### src/rtl/regfile_wb_arbiter_pkg.sv
// Shared types and constants for the register-file write-back arbiter.
// Source indices, register address width and the x0 index.
package regfile_wb_arbiter_pkg;

  localparam int REG_ADDR_W = 5;

  typedef logic [REG_ADDR_W-1:0] reg_addr_t;

  localparam reg_addr_t REG_ZERO = '0;

  typedef enum logic [1:0] {
    SRC_S0   = 2'd0,
    SRC_S1   = 2'd1,
    SRC_DBG  = 2'd2,
    SRC_NONE = 2'd3
  } src_e;

endpackage

### src/rtl/regfile_wb_arbiter_if.sv
// Write-back request bundle: s0/s1/dbg requests, rf write port, fwd compare.
// master = requesters/consumer side, slave = arbiter side.
interface regfile_wb_arbiter_if
  import regfile_wb_arbiter_pkg::*;
#(
  parameter int XLEN = 64
);

  logic            s0_valid;
  logic            s0_ready;
  reg_addr_t       s0_rd;
  logic [XLEN-1:0] s0_data;

  logic            s1_valid;
  logic            s1_ready;
  reg_addr_t       s1_rd;
  logic [XLEN-1:0] s1_data;

  logic            dbg_valid;
  logic            dbg_ready;
  reg_addr_t       dbg_rd;
  logic [XLEN-1:0] dbg_data;

  reg_addr_t       rf_rd;
  logic [XLEN-1:0] rf_rd_in;
  logic            rf_rd_we;

  reg_addr_t       fwd_rs1;
  reg_addr_t       fwd_rs2;
  logic            fwd_hit1;
  logic            fwd_hit2;

  modport master (
    output s0_valid, s0_rd, s0_data,
    output s1_valid, s1_rd, s1_data,
    output dbg_valid, dbg_rd, dbg_data,
    output fwd_rs1, fwd_rs2,
    input  s0_ready, s1_ready, dbg_ready,
    input  rf_rd, rf_rd_in, rf_rd_we,
    input  fwd_hit1, fwd_hit2
  );

  modport slave (
    input  s0_valid, s0_rd, s0_data,
    input  s1_valid, s1_rd, s1_data,
    input  dbg_valid, dbg_rd, dbg_data,
    input  fwd_rs1, fwd_rs2,
    output s0_ready, s1_ready, dbg_ready,
    output rf_rd, rf_rd_in, rf_rd_we,
    output fwd_hit1, fwd_hit2
  );

endinterface

### src/rtl/regfile_wb_arbiter_rr_pick.sv
// Two-way round-robin pick: one-hot grant from two requests and rr_ptr.
// rr_ptr=0 favours req0, rr_ptr=1 favours req1.
module wb_rr_pick (
  input  logic       req0,
  input  logic       req1,
  input  logic       rr_ptr,
  output logic [1:0] gnt
);

  always_comb begin
    gnt = 2'b00;
    unique case (1'b1)
      (req0 && req1):  gnt = rr_ptr ? 2'b10 : 2'b01;
      (req0 && !req1): gnt = 2'b01;
      (!req0 && req1): gnt = 2'b10;
      default:         gnt = 2'b00;
    endcase
  end

endmodule

### src/rtl/regfile_wb_arbiter.sv
// Register-file write-back arbiter: RR between s0/s1, starvation-guarded dbg.
// Optional WB_FWD_EN enables fwd_hit1/fwd_hit2 compare on the pending write.
module regfile_wb_arbiter
  import regfile_wb_arbiter_pkg::*;
#(
  parameter int XLEN       = 64,
  parameter int STARVE_MAX = 8
) (
  input logic                 clk,
  input logic                 rst_n,
  regfile_wb_arbiter_if.slave bus
);

  localparam logic [7:0] STARVE_LIM = 8'(STARVE_MAX);

  logic            rr_ptr;
  logic [7:0]      starve_cnt;
  logic            c0, c1, cd;
  logic            starve_hit;
  logic [1:0]      pick;
  logic            g_s0, g_s1, g_d, g_any;
  reg_addr_t       w_rd;
  logic [XLEN-1:0] w_data;
  reg_addr_t       rd_q;
  logic [XLEN-1:0] data_q;
  logic            we_q;

  // x0 requests are never contenders; they complete through ready alone
  assign c0 = bus.s0_valid  && (bus.s0_rd  != REG_ZERO);
  assign c1 = bus.s1_valid  && (bus.s1_rd  != REG_ZERO);
  assign cd = bus.dbg_valid && (bus.dbg_rd != REG_ZERO);

  assign starve_hit = cd && (starve_cnt == STARVE_LIM);

  wb_rr_pick u_pick (
    .req0   (c0),
    .req1   (c1),
    .rr_ptr (rr_ptr),
    .gnt    (pick)
  );

  assign g_d   = starve_hit || (cd && !c0 && !c1);
  assign g_s0  = pick[0] && !starve_hit;
  assign g_s1  = pick[1] && !starve_hit;
  assign g_any = g_s0 || g_s1 || g_d;

  assign bus.s0_ready  = (bus.s0_valid  && (bus.s0_rd  == REG_ZERO)) || g_s0;
  assign bus.s1_ready  = (bus.s1_valid  && (bus.s1_rd  == REG_ZERO)) || g_s1;
  assign bus.dbg_ready = (bus.dbg_valid && (bus.dbg_rd == REG_ZERO)) || g_d;

  always_comb begin
    w_rd   = REG_ZERO;
    w_data = '0;
    unique case (1'b1)
      g_s0: begin
        w_rd   = bus.s0_rd;
        w_data = bus.s0_data;
      end
      g_s1: begin
        w_rd   = bus.s1_rd;
        w_data = bus.s1_data;
      end
      g_d: begin
        w_rd   = bus.dbg_rd;
        w_data = bus.dbg_data;
      end
      default: begin
        w_rd   = REG_ZERO;
        w_data = '0;
      end
    endcase
  end

  always_ff @(posedge clk or negedge rst_n) begin
    if (!rst_n) begin
      we_q       <= 1'b0;
      rd_q       <= REG_ZERO;
      data_q     <= '0;
      rr_ptr     <= 1'b0;
      starve_cnt <= 8'd0;
    end else begin
      we_q <= g_any;
      if (g_any) begin
        rd_q   <= w_rd;
        data_q <= w_data;
      end
      if (g_s0) begin
        rr_ptr <= 1'b1;
      end else if (g_s1) begin
        rr_ptr <= 1'b0;
      end
      if (!cd || g_d) begin
        starve_cnt <= 8'd0;
      end else if (starve_cnt != STARVE_LIM) begin
        starve_cnt <= starve_cnt + 8'd1;
      end
    end
  end

  assign bus.rf_rd_we = we_q;
  assign bus.rf_rd    = rd_q;
  assign bus.rf_rd_in = data_q;

`ifdef WB_FWD_EN
  assign bus.fwd_hit1 = we_q && (rd_q == bus.fwd_rs1) && (bus.fwd_rs1 != REG_ZERO);
  assign bus.fwd_hit2 = we_q && (rd_q == bus.fwd_rs2) && (bus.fwd_rs2 != REG_ZERO);
`else
  logic unused_fwd;
  assign unused_fwd   = ^{bus.fwd_rs1, bus.fwd_rs2};
  assign bus.fwd_hit1 = 1'b0;
  assign bus.fwd_hit2 = 1'b0;
`endif

endmodule

### src/flat_wrapper.sv
// flat-port wrapper written by rule: the top's interface ports become plain ports
module regfile_wb_arbiter_flat import regfile_wb_arbiter_pkg::*;
#(
  parameter int XLEN       = 64,
  parameter int STARVE_MAX = 8
)
  (clk, rst_n, bus_s0_valid, bus_s0_rd, bus_s0_data, bus_s1_valid, bus_s1_rd, bus_s1_data, bus_dbg_valid, bus_dbg_rd, bus_dbg_data, bus_fwd_rs1, bus_fwd_rs2, bus_s0_ready, bus_s1_ready, bus_dbg_ready, bus_rf_rd, bus_rf_rd_in, bus_rf_rd_we, bus_fwd_hit1, bus_fwd_hit2);
  regfile_wb_arbiter_if #(.XLEN(XLEN)) bus_i ();
  input logic clk;
  input logic rst_n;
  input wire logic [$bits(bus_i.s0_valid)-1:0] bus_s0_valid;
  input wire logic [$bits(bus_i.s0_rd)-1:0] bus_s0_rd;
  input wire logic [$bits(bus_i.s0_data)-1:0] bus_s0_data;
  input wire logic [$bits(bus_i.s1_valid)-1:0] bus_s1_valid;
  input wire logic [$bits(bus_i.s1_rd)-1:0] bus_s1_rd;
  input wire logic [$bits(bus_i.s1_data)-1:0] bus_s1_data;
  input wire logic [$bits(bus_i.dbg_valid)-1:0] bus_dbg_valid;
  input wire logic [$bits(bus_i.dbg_rd)-1:0] bus_dbg_rd;
  input wire logic [$bits(bus_i.dbg_data)-1:0] bus_dbg_data;
  input wire logic [$bits(bus_i.fwd_rs1)-1:0] bus_fwd_rs1;
  input wire logic [$bits(bus_i.fwd_rs2)-1:0] bus_fwd_rs2;
  output wire logic [$bits(bus_i.s0_ready)-1:0] bus_s0_ready;
  output wire logic [$bits(bus_i.s1_ready)-1:0] bus_s1_ready;
  output wire logic [$bits(bus_i.dbg_ready)-1:0] bus_dbg_ready;
  output wire logic [$bits(bus_i.rf_rd)-1:0] bus_rf_rd;
  output wire logic [$bits(bus_i.rf_rd_in)-1:0] bus_rf_rd_in;
  output wire logic [$bits(bus_i.rf_rd_we)-1:0] bus_rf_rd_we;
  output wire logic [$bits(bus_i.fwd_hit1)-1:0] bus_fwd_hit1;
  output wire logic [$bits(bus_i.fwd_hit2)-1:0] bus_fwd_hit2;
  assign bus_i.s0_valid = bus_s0_valid;
  assign bus_i.s0_rd = bus_s0_rd;
  assign bus_i.s0_data = bus_s0_data;
  assign bus_i.s1_valid = bus_s1_valid;
  assign bus_i.s1_rd = bus_s1_rd;
  assign bus_i.s1_data = bus_s1_data;
  assign bus_i.dbg_valid = bus_dbg_valid;
  assign bus_i.dbg_rd = bus_dbg_rd;
  assign bus_i.dbg_data = bus_dbg_data;
  assign bus_i.fwd_rs1 = bus_fwd_rs1;
  assign bus_i.fwd_rs2 = bus_fwd_rs2;
  assign bus_s0_ready = bus_i.s0_ready;
  assign bus_s1_ready = bus_i.s1_ready;
  assign bus_dbg_ready = bus_i.dbg_ready;
  assign bus_rf_rd = bus_i.rf_rd;
  assign bus_rf_rd_in = bus_i.rf_rd_in;
  assign bus_rf_rd_we = bus_i.rf_rd_we;
  assign bus_fwd_hit1 = bus_i.fwd_hit1;
  assign bus_fwd_hit2 = bus_i.fwd_hit2;
  regfile_wb_arbiter #(.XLEN(XLEN), .STARVE_MAX(STARVE_MAX)) u_core (.clk(clk), .rst_n(rst_n), .bus(bus_i));
endmodule
### config.mk
export PLATFORM = sky130hd
export DESIGN_NAME = regfile_wb_arbiter_flat
export DESIGN_NICKNAME = d
export VERILOG_FILES = /design/src/rtl/regfile_wb_arbiter_pkg.sv /design/src/rtl/regfile_wb_arbiter_if.sv /design/src/rtl/regfile_wb_arbiter_rr_pick.sv /design/src/rtl/regfile_wb_arbiter.sv /design/src/flat_wrapper.sv
export SDC_FILE = /design/constraint.sdc
export NUM_CORES = 1
export LEC_CHECK = 0
export CAP_MARGIN = 25
export CORE_AREA = 4 4 113 115
export CTS_BUF_LIST = sky130_fd_sc_hd__clkbuf_4 sky130_fd_sc_hd__clkbuf_8
export CTS_CLUSTER_SIZE = 20
export DETAILED_ROUTE_END_ITERATION = 8
export DIE_AREA = 0 0 117 119
export PLACE_DENSITY_LB_ADDON = 0.3
export REMOVE_ABC_BUFFERS = 1
export SYNTH_ARGS = -nofsm -noshare
export SYNTH_HDL_FRONTEND = slang
export SYNTH_HIERARCHICAL = 1
export SYNTH_SLANG_ARGS = --single-unit
### constraint.sdc
create_clock -name clk -period 2.43 [get_ports clk]
set_input_delay 0.243 -clock clk [delete_from_list [all_inputs] [get_ports clk]]
set_output_delay 0.243 -clock clk [all_outputs]
set_load 0.01 [all_outputs]
Word level (Yosys, flattened, before mapping)
Index checks and enable logic that the tools add are counted.
Storage, ports and cells
  bits in registers: 79
  word-level logic and storage cells: 49
  bits of input ports: 222
  output and inout bits: 75
Operators by class
  add/subtract/negate cells: 1
  reduce and logical (&&, ||, !) cells: 33
  equality and inequality tests: 2
  multiplexer cells: 8
Operators with widths (number)
  $pmux W64 S3: 1
  $mux W8: 2
  $logic_not A5 Y1: 3
  $pmux W5 S3: 1
  $reduce_bool A5 Y1: 3
  $logic_and A1 B1 Y1: 14
  $add A8 B1 Y8 const B: 1
  $eq A8 B4 Y1 const B: 1
  $ne A8 B4 Y1 const B: 1
  $logic_or A1 B1 Y1: 7
  $pmux W2 S3: 1
  $logic_not A1 Y1: 4
  $reduce_bool A2 Y1: 2
  $mux W1: 2
  $mux W2: 1

Longest topological paths before layout
  word-level depth: 8
  mapped depth: 9
  depth with buffers taken out: 7

Cells and area by module
Netlist, hierarchy kept.
Modules (own cells, without submodules)
  regfile_wb_arbiter: cells each 303, area an instance 3804.9 µm², times used 1, seq. area each 1976.9 µm²
  wb_rr_pick: cells each 3, area an instance 18.8 µm², times used 1, seq. area each 0.0 µm²

Worst setup path before layout
No wires, ideal clock.
  kind: input-to-reg
  start: input port bus_s0_rd[1]
  end: register u_core.data_q[0] (netlist: u_core/bus.rf_rd_in[0])
  setup time: 0.126 ns
  path slack: 0.270 ns
  cell stages on the path: 8
  required time: 2.304 ns
  buffers on the path: 2
  data arrival time: 2.034 ns
  path through: or4_1 > o21a_1 > a21boi_0 > o21a_1 > buf_2 > buf_2 > a22o_1 > a221o_1
Between the ends
  cells in the longest elaborated chain, start to end: 8
Ends and longest elaborated chain
  start: declaration: line flat_wrapper.sv:12  | input wire logic [$bits(bus_i.s0_rd)-1:0] bus_s0_rd;
  $reduce_bool A5 Y1 *: line regfile_wb_arbiter.sv:29  | assign c0 = bus.s0_valid && (bus.s0_rd != REG_ZERO);
  $logic_and A1 B1 Y1 *: line regfile_wb_arbiter.sv:29
  via u_core.c0: line regfile_wb_arbiter.sv:18  | logic c0, c1, cd;
  $logic_not A1 Y1: line regfile_wb_arbiter_rr_pick.sv:15  | (!req0 && req1): gnt = 2'b10;
  $logic_and A1 B1 Y1: line regfile_wb_arbiter_rr_pick.sv:15
  $pmux W2 S3 *: line regfile_wb_arbiter_rr_pick.sv:12  | unique case (1'b1)
  via u_core.pick[0]: line regfile_wb_arbiter.sv:20  | logic [1:0] pick;
  $logic_and A1 B1 Y1 *: line regfile_wb_arbiter.sv:43  | assign g_s0 = pick[0] && !starve_hit;
  branches (longest 2 deep; another with $pmux W64 S3)
  end signal: assignment: line regfile_wb_arbiter.sv:85  | data_q <= w_data;
  end: declaration: line regfile_wb_arbiter.sv:25  | logic [XLEN-1:0] data_q;
Mark *: on every way through the listed nets, which the timed path passes.
A chain may end at the register's enable or synchronous reset.

Final worst setup path
  start: input port bus_s0_rd[1]
  end: output port bus_s0_ready
Between the ends
  cells in the longest elaborated chain, start to end: 7
Ends and longest elaborated chain
  $reduce_bool A5 Y1 *: line regfile_wb_arbiter.sv:29
  $logic_and A1 B1 Y1 *: line regfile_wb_arbiter.sv:29
  via u_core.c0: line regfile_wb_arbiter.sv:18
  $logic_not A1 Y1: line regfile_wb_arbiter_rr_pick.sv:15
  $logic_and A1 B1 Y1: line regfile_wb_arbiter_rr_pick.sv:15
  $pmux W2 S3 *: line regfile_wb_arbiter_rr_pick.sv:12
  via u_core.pick[0]: line regfile_wb_arbiter.sv:20
  $logic_and A1 B1 Y1 *: line regfile_wb_arbiter.sv:43
  $logic_or A1 B1 Y1 *: line regfile_wb_arbiter.sv:47  | assign bus.s0_ready = (bus.s0_valid && (bus.s0_rd == REG_ZERO)) || g_s0;
  end: declaration: line flat_wrapper.sv:22  | output wire logic [$bits(bus_i.s0_ready)-1:0] bus_s0_ready;
The timed path passes the listed nets; every way through them passes the cells marked *.

==> results.yml <==
clocking:
  cts_buffers: 9
  clock_sinks: 79
  cts_max_path_buffers: 2
  cts_tree: "done"
  cts_root_buffer: "clkbuf_8"
  path_clk_slew_ns: 0.08
  htreeDepth: 3
  clk_latency_ns: 0.35
die:
  dieArea_sq_um: 13900
  io-pin-count: 297
  die_w_microns: 117
  start_util_pct: 32.4
  rows: 40
  die_h_microns: 119
  coreArea_sq_um: 11800
routing:
  routedWlPerCell_microns: 19.9
  route.detailed.drc: 0
  via_per_inst: 5.38
  vias: 3992
  ant_nets: 0
  first_pass_iters: 4
  wirelength_microns: 14700
  drt_iter0_drc: 219
logic_synthesis:
  yosysTopAreaCellShare_pct: 51.7
  synth_common_cells: "79 x dfrtp_1, 69 x a221o_1, 69 x a22o_1"
  synth_top_area_cell: "dfrtp_1"
  seq_area_frac_synth_pct: 51.7
  yosysMostFrequentCell: "dfrtp_1"
  synth_cell_types: 30
  ys_warn_count: 6
  synthesis.area_sq_um: 3820
  ys_seq_elements: 79
  ys.flop_type: "dfrtp_1"
  syn_inst: 306
  synthArstFlopShare_pct: 100
  synthTopCellsByArea: "dfrtp_1 52%, a221o_1 18%, a22o_1 16%"
  synth_edf_count: 0
  syn_area_per_cell_sq_um: 12.5
place:
  dpl.hpwl_microns: 11000
  routabilityCongestion: 0.866
  place_ws_ns: -0.310
  placed_area_sq_um: 6860
  io_buffers: 284
timing:
  hold_viol: 0
  fin_skew_ns: 0.00961
  fin_crit_sh_pct: 99.7
  layout_min_cycle_time_ns: 2.42
  max_freq_mhz: 413
  timing.hold.ws_ns: 0.376
  setup_viol: 0
  fin_ws_ns: 0.00706
  rsz0062_at_grt: "yes"
  finalMaxSlewViolations: 0
global_routing:
  grt_overflow: 0
  antenna_found_initial: 0
  grt_usage_pct: 20.1
  grt_pass1_vias: 4312
  grt_pass1_wl_microns: 21900
  grt_max_degree: 80
worst_setup_path:
  cp_top_family: "buffers and inverters"
  path_cells: "clkdlybuf4s50_1 > or4_4 > o21a_4 > a21boi_2 > o21a_2 > a21o_1 > dlygate4sd2_1"
  rr_endpoint: "u_core/bus.rf_rd_in[16]"
  crit_start: "bus_s0_rd[1]"
  slowest_stage: "or4_4"
  cp-end-kind: "output port"
  crit_required_ns: 2.19
  r2r-start: "u_core/starve_cnt[0]"
  arrival_ns: 2.18
  r2r_cells: 10
  cp_max_fo: 3
  slowest_delay_ns: 0.55
  cp-start-kind: "primary input"
  r2r_setup_slack_ns: 0.21
  path_buf_inv: 2
  path_class: "in2out"
layout:
  area_delta_synth_final_pct: 87.9
  fin_area_sq_um: 7180
  antennaDiodeCount: 0
  layout-drive-gt1-share_pct: 8.74
  final_nets: 815
job:
  maxCapViolCount: 0
worst_hold_path:
  hp-class: "in2async"
pwr:
  p_leak_nw: 2.98
  report.power.total_w: 0.00436
  peakVddDrop_mv: 0.288
  power.density_nw_per_um2: 607
outcome:
  status: "complete, no violations"
-- how the worst max path moves through the flow --
stage,to,depth (start not counted)
3_3_place_gp,bus_s0_ready,7
6_report,bus_s0_ready,7
3_5_place_dp,bus_s0_ready,7
2_1_floorplan,u_core/bus.rf_rd[0],5
4_1_cts,bus_s0_ready,7
5_1_grt,bus_s0_ready,7
-- cells by family (layout without fill, tap and decap cells) --
logic type	Yosys count	after routing	synth area share [%]
other	1	2	0.0981
AND/OR/NAND/NOR	28	28	3.83
AO/OA/AOI/OAI	151	151	36.7
flip-flops	79	79	51.7
buffers and inverters	39	327	5.63
XOR/XNOR	6	6	1.37
adder cells (fa/ha/maj)	2	2	0.654
-- flip-flops by register name (all words and copies together) (netlist names) --
name                 count
u_core/bus.rf_rd_in     64
u_core/starve_cnt        8
u_core/bus.rf_rd         5
u_core/bus.rf_rd_we      1
u_core/rr_ptr            1
-- routing by layer --
metal / GRT usage, % / vias up / wire, microns
met4: 8.24 / 0 / 380
met1: 22.6 / 1905 / 5670
li1: - / 1829 / -
met5: 0 / - / 0
met3: 6.25 / 28 / 1460
met2: 34.6 / 230 / 7230
-- through the flow --
step                      utilization [%]  cells  TNS (ns)
after detailed placement             58.1    722    -19.29
after CTS                            60.3    739  -0.00487
final                                60.8    742         0
after global placement               58.1    722    -16.69
after global routing                 60.8    742   -0.0177
after floorplan                         -    274    -95.08
-- worst register-to-register path, cell delays in order (launching register included) --
cell and delay [ns]:
dfrtp_1 0.41, inv_1 0.06, ha_1 0.21, nor4b_2 0.16, nand2_1 0.13, buf_4 0.14
o21ai_4 0.06, buf_4 0.14, and2_2 0.23, buf_12 0.18, a221o_1 0.39
-- cell type report --
class / count / area [sq um]
fill: 991 / 4630
timing repair buffer: 306 / 3080
sequential: 79 / 1980
multi-input combinational: 189 / 1680
tap: 147 / 184
clock buffer: 12 / 159
clock inverter: 3 / 90.1
inverter: 6 / 22.5
-- cells in the final DEF (no fill, tap or decap), drive strengths merged, types with 3 or more instances in the layout --
cell type      instances
bufinv                 3
a221o                 69
nor2                  11
inv                    6
xor2                   4
dfrtp                 79
clkdlybuf4s50        278
a22o                  69
clkbuf                13
dlygate4sd2            3
buf                   23
or4                    3
nand3                  3
o21a                   5
-- power by group --
part / leakage, nW / internal [W] / total [W] / switching [W]
combinational: 1.92 / 0.000940 / 0.00150 / 0.000557
clock: 0.126 / 0.000745 / 0.00122 / 0.000470
sequential: 0.943 / 0.00152 / 0.00165 / 0.000128
-- what timing repair did --
item / CTS / global route
endpoints found under the setup margin: 3 / 72
pin swaps: 1 / 1
gates resized for setup: 14 / 4
setup buffers: 2 / 1
endpoints found under the hold margin: 0 / 32
hold buffers: 0 / 1
No activity file was read; power rests on OpenSTA's default activity.
